### src/rtl/alarm_pkg.sv
// Shared types and constants for the alarm controller and its timer.
package alarm_pkg;

  typedef enum logic [1:0] {
    ST_DISARMED = 2'd0,
    ST_ARMED    = 2'd1,
    ST_SIREN    = 2'd2,
    ST_LOCKOUT  = 2'd3
  } state_t;

  localparam int                CODE_W       = 3;
  localparam logic [CODE_W-1:0] DEFAULT_CODE = 3'b101;
  localparam int                EVENT_W      = 4;
  localparam int                TRIES_W      = 2;
  localparam int                TIMER_W      = 8;

endpackage

### src/rtl/alarm_timer.sv
// Loadable down-counter shared by the siren and lockout phases.
// Counts down to zero and holds there; clear wins over load.
module alarm_timer
  import alarm_pkg::*;
(
  input  logic               clk,
  input  logic               reset,
  input  logic               load,
  input  logic [TIMER_W-1:0] load_val,
  input  logic               clear,
  output logic               zero
);

  logic [TIMER_W-1:0] cnt;

  // Count register: clear, reload, or decrement toward zero.
  always_ff @(posedge clk or posedge reset) begin
    if (reset) begin
      cnt <= '0;
    end else if (clear) begin
      cnt <= '0;
    end else if (load) begin
      cnt <= load_val;
    end else if (cnt != '0) begin
      cnt <= cnt - TIMER_W'(1);
    end
  end

  assign zero = (cnt == '0);

endmodule

### src/rtl/alarm_ctrl.sv
// Intrusion alarm controller: arms on request, sounds the siren on each
// detection from the lamp-sequence detector, disarms on the keypad code and
// locks out after repeated wrong codes. Outputs are Moore decodes of state.
module alarm_ctrl
  import alarm_pkg::*;
#(
  parameter logic [CODE_W-1:0] CODE         = DEFAULT_CODE,
  parameter int                SIREN_CYCLES = 8,
  parameter int                MAX_TRIES    = 3,
  parameter int                LOCK_CYCLES  = 16
) (
  input  logic               clk,
  input  logic               reset,
  input  logic               arm_req,
  input  logic               alarm_bit,
  input  logic [CODE_W-1:0]  code_in,
  input  logic               code_valid,
  output logic               det_reset,
  output logic               armed,
  output logic               siren,
  output logic               locked,
  output logic [EVENT_W-1:0] event_cnt
);

  localparam logic [TIMER_W-1:0] SIREN_LOAD = TIMER_W'(SIREN_CYCLES - 1);
  localparam logic [TIMER_W-1:0] LOCK_LOAD  = TIMER_W'(LOCK_CYCLES - 1);
  localparam logic [TRIES_W-1:0] TRIES_MAX  = TRIES_W'(MAX_TRIES);
  localparam logic [EVENT_W-1:0] EVENT_MAX  = {EVENT_W{1'b1}};

  function automatic logic [EVENT_W-1:0] sat_inc_event(input logic [EVENT_W-1:0] v);
    return (v == EVENT_MAX) ? v : v + EVENT_W'(1);
  endfunction

  function automatic logic [TRIES_W-1:0] sat_inc_tries(input logic [TRIES_W-1:0] v);
    return (v >= TRIES_MAX) ? TRIES_MAX : v + TRIES_W'(1);
  endfunction

  state_t             state, state_n;
  logic [TRIES_W-1:0] tries, tries_n, tries_inc;
  logic [EVENT_W-1:0] event_n;
  logic               t_load, t_clear, t_zero;
  logic [TIMER_W-1:0] t_val;
  logic               code_ok, code_bad;

  assign code_ok   = code_valid && (code_in == CODE);
  assign code_bad  = code_valid && (code_in != CODE);
  assign tries_inc = sat_inc_tries(tries);

  alarm_timer u_timer (
    .clk      (clk),
    .reset    (reset),
    .load     (t_load),
    .load_val (t_val),
    .clear    (t_clear),
    .zero     (t_zero)
  );

  // State, wrong-code tally and detection count registers.
  always_ff @(posedge clk or posedge reset) begin
    if (reset) begin
      state     <= ST_DISARMED;
      tries     <= '0;
      event_cnt <= '0;
    end else begin
      state     <= state_n;
      tries     <= tries_n;
      event_cnt <= event_n;
    end
  end

  // Next-state logic; within one cycle only the highest-priority event acts:
  // correct code, wrong code, detection, timer expiry.
  always_comb begin
    state_n = state;
    tries_n = tries;
    event_n = event_cnt;
    t_load  = 1'b0;
    t_val   = '0;
    t_clear = 1'b0;
    case (state)
      ST_DISARMED: begin
        tries_n = '0;
        if (arm_req) state_n = ST_ARMED;
      end
      ST_ARMED, ST_SIREN: begin
        if (code_ok) begin
          state_n = ST_DISARMED;
          tries_n = '0;
          t_clear = 1'b1;
        end else if (code_bad) begin
          tries_n = tries_inc;
          if (tries_inc == TRIES_MAX) begin
            state_n = ST_LOCKOUT;
            t_load  = 1'b1;
            t_val   = LOCK_LOAD;
          end
        end else if (alarm_bit) begin
          state_n = ST_SIREN;
          t_load  = 1'b1;
          t_val   = SIREN_LOAD;
          event_n = sat_inc_event(event_cnt);
        end else if (state == ST_SIREN && t_zero) begin
          state_n = ST_ARMED;
        end
      end
      ST_LOCKOUT: begin
        if (t_zero) begin
          state_n = ST_ARMED;
          tries_n = '0;
        end
      end
      default: state_n = ST_DISARMED;
    endcase
  end

  assign armed     = (state != ST_DISARMED);
  assign siren     = (state == ST_SIREN) || (state == ST_LOCKOUT);
  assign locked    = (state == ST_LOCKOUT);
  assign det_reset = (state == ST_DISARMED) || (state == ST_LOCKOUT);

endmodule

### config.mk
export PLATFORM = sky130hd
export DESIGN_NAME = alarm_ctrl
export DESIGN_NICKNAME = d
export VERILOG_FILES = /design/src/rtl/alarm_pkg.sv /design/src/rtl/alarm_timer.sv /design/src/rtl/alarm_ctrl.sv
export SDC_FILE = /design/constraint.sdc
export NUM_CORES = 1
export LEC_CHECK = 0
export BUFFER_PORTS_ARGS = -buffer_cell sky130_fd_sc_hd__clkbuf_2
export CAP_MARGIN = 40
export CORE_MARGIN = 4
export CORE_UTILIZATION = 30
export CTS_CLUSTER_DIAMETER = 40
export CTS_CLUSTER_SIZE = 12
export DETAILED_ROUTE_END_ITERATION = 6
export SLEW_MARGIN = 30
export SYNTH_ARGS = -nofsm -noshare
export SYNTH_HDL_FRONTEND = slang
export SYNTH_HIERARCHICAL = 1
export SYNTH_SLANG_ARGS = --single-unit
export TNS_END_PERCENT = 5
### constraint.sdc
create_clock -name clk -period 3.15 [get_ports clk]
set_clock_uncertainty 0.2 [all_clocks]
set_input_delay 0.63 -clock clk [delete_from_list [all_inputs] [get_ports clk]]
set_output_delay 0.63 -clock clk [all_outputs]
set_load 0.02 [all_outputs]
==> flow_summary.yaml <==
outcome:
  status: "completed"
sta:
  fmax_mhz: 408
  fin_setup_tns_ns: 0
  final.min_clock_period_ns: 2.45
  drv_slew: 0
  setup_ws_ns: 0.701
  setup_viol: 0
  finalHoldViolCount: 0
  rsz0062_at_grt: "false"
  fin_crit_sh: 0.778
setup_path:
  cp_num_buf_inv: 3
  critical-path-top-delay-family: "buffers and inverters"
  r2r-end: "state[0]$_DFFE_PP0P_"
  arrival_ns: 1.62
  cp.required_ns: 2.32
  path_class: "flip-flop to primary output"
  critPathCapture: "det_reset"
  slowest_stage: "dfrtp_1"
  start_kind: "flip-flop"
  crit_path_end_kind: "primary output"
  path_cells: "inv_1 > ha_1 > clkinv_1 > clkbuf_2"
  slowest_delay_ns: 0.43
  worstPathMaxFanout: 9
  rrSetupSlack_ns: 0.85
  cp.depth: 4
  timing.rr.start: "u_timer/cnt[4]$_DFFE_PP0P_"
  reg2regPathDepth: 6
  critPathLaunch: "state[1]$_DFFE_PP0P_"
yosys:
  synth_edf_count: 0
  yosysUniqueCellTypes: 41
  ys_async_sr_fraction: 1.00
  syn_area_per_cell_um2: 9.04
  ys_seq_area_frac: 0.379
  ys.flop_type: "dfrtp_1"
  yosysTopAreaCellShare: 0.379
  synth_warnings: 6
  synth_top_area_cell: "dfrtp_1"
  synth_seq_cells: 16
  netlist_instances: 117
  netlist_area_mm2: 0.00106
  synth_area_leaders: "dfrtp_1 (38%), ha_1 (7.1%), nor2_1 (4.3%)"
die:
  die_y_um: 67.4
  rows: 21
  die_area_mm2: 0.00454
  io-pin-count: 16
  die_w_um: 67.4
  initial_core_util: 0.314
  coreArea_mm2: 0.00336
drt:
  first_pass_iters: 4
  viasPerCell: 4.82
  wirelength_um: 2080
  vias: 873
  drc: 0
  wl_per_cell_um: 11.5
  ant_nets: 0
  drtIter0Drc: 39
power:
  p_clk_frac: 0.113
  ir_drop_v: 0.000444
  leakage_nw: 0.574
  switching_share: 0.454
  p_sw_mw: 0.545
  p_per_area_mw_per_mm2: 992
  p_comb_frac: 0.534
  intPower_mw: 0.655
  p_seq_frac: 0.353
worst_hold_path:
  hold_class: "input port to asynchronous set/reset pin"
cts:
  cts_root_buf: "clkbuf_4"
  htree_levels: 1
  cts-buffers-inserted: 3
  hold_buffers: 0
  cts_tree: "yes"
  clk_pin_slew_ns: 0.10
  clkLatencyLatePin_ns: 0.28
  post-cts-setup-buffer-count: 0
  clkSinkCount: 16
  clk_path_buf_depth: 2
  cts_resized: 0
layout:
  fillers: 372
  layout.cells.most_common: "dfrtp_1"
  area_growth_pct: 14.4
  antenna_cells: 0
  drive_above_1_share: 0.185
  mostFrequentLayoutCells: "dfrtp_1 (16), clkbuf_2 (15), nor2_1 (12), inv_1 (11), nand2_1 (10)"
  nNetsFinal: 150
placement:
  place_hpwl_um: 1690
  portBuffers: 15
  place_ws_ns: 0.657
  place.gp.congestion: 0.794
global_routing:
  antenna_found_initial: 0
  grt_overflow_total: 0
  grt_pass1_wl_um: 3600
  grtUsageTotal: 0.103
  grt_pass1_vias: 823
  grt_max_degree: 13
run:
  drv_cap: 0
[registers in the layout, indices dropped and copies added, names as in the netlist]
name,count
u_timer/cnt,8
event_cnt,4
tries,2
state,2
[metal layers]
layer	up-vias	wire length (um)	track usage
li1	442	-	-
met1	409	948	0.131
met2	22	1050	0.180
met3	0	79	0.0150
met4	0	0	0.0304
met5	-	0	0
[cells in the mapped netlist, types with 2 or more instances]
library cell,n
a211oi_1,3
a21oi_1,8
a31oi_1,2
dfrtp_1,16
ha_1,6
inv_1,11
nand2_1,10
nand3_1,3
nand3b_1,2
nor2_1,12
nor2b_1,2
nor3_1,4
nor3b_1,2
nor4_1,2
o211ai_1,3
xnor2_1,4
xor2_1,3
[power groups by stage]
stage               combinational [mW]  clock (mW)  sequential (mW)
floorplan                        0.483           0            0.435
global placement                 0.629           0            0.422
detailed placement               0.640           0            0.428
CTS                              0.647       0.139            0.424
global route                     0.726       0.149            0.439
finish                           0.641       0.135            0.424
[cell families (layout without fill, tap and decap cells)]
family	after synthesis	after routing	synth area share
AO/OA/AOI/OAI	24	24	0.159
multiplexers	1	1	0.0142
other	1	4	0.00355
AND/OR/NAND/NOR	46	46	0.247
buffers and inverters	16	31	0.0686
XOR/XNOR	7	7	0.0580
adder cells (fa/ha/maj)	6	6	0.0710
flip-flops	16	16	0.379
[stage by stage]
step,instances,hold slack (ns),total power [mW],utilization,area (um2)
finish,181,0.0610,1.20,0.360,1210
global route,181,0.0708,1.31,0.360,1210
CTS,181,0.0631,1.21,0.360,1210
detailed placement,177,0.308,1.07,0.349,1170
global placement,177,0.295,1.05,0.349,1170
floorplan,120,0.246,0.918,-,1070
[how the worst min path moves through the flow]
stage | start | end | slack (ns) | cells after the start
2_1_floorplan | reset | event_cnt[0]$_DFFE_PP0P_ | 0.25 | 1
3_3_place_gp | tries[0]$_DFFE_PP0P_ | tries[0]$_DFFE_PP0P_ | 0.29 | 1
3_5_place_dp | tries[0]$_DFFE_PP0P_ | tries[0]$_DFFE_PP0P_ | 0.31 | 1
4_1_cts | reset | u_timer/cnt[3]$_DFFE_PP0P_ | 0.06 | 2
5_1_grt | reset | u_timer/cnt[2]$_DFFE_PP0P_ | 0.07 | 2
6_report | reset | u_timer/cnt[3]$_DFFE_PP0P_ | 0.06 | 2
[cell type report]
class,instances,area (um2),share of cell area
repair buffers,15,75.1,0.0620
well taps,46,57.6,0.0476
multi-input cells,88,596,0.492
flip-flops and latches,16,400,0.331
inverters,12,45.0,0.0372
clock buffers,4,36.3,0.0300
Note: power is estimated with default switching activity, not from simulation.
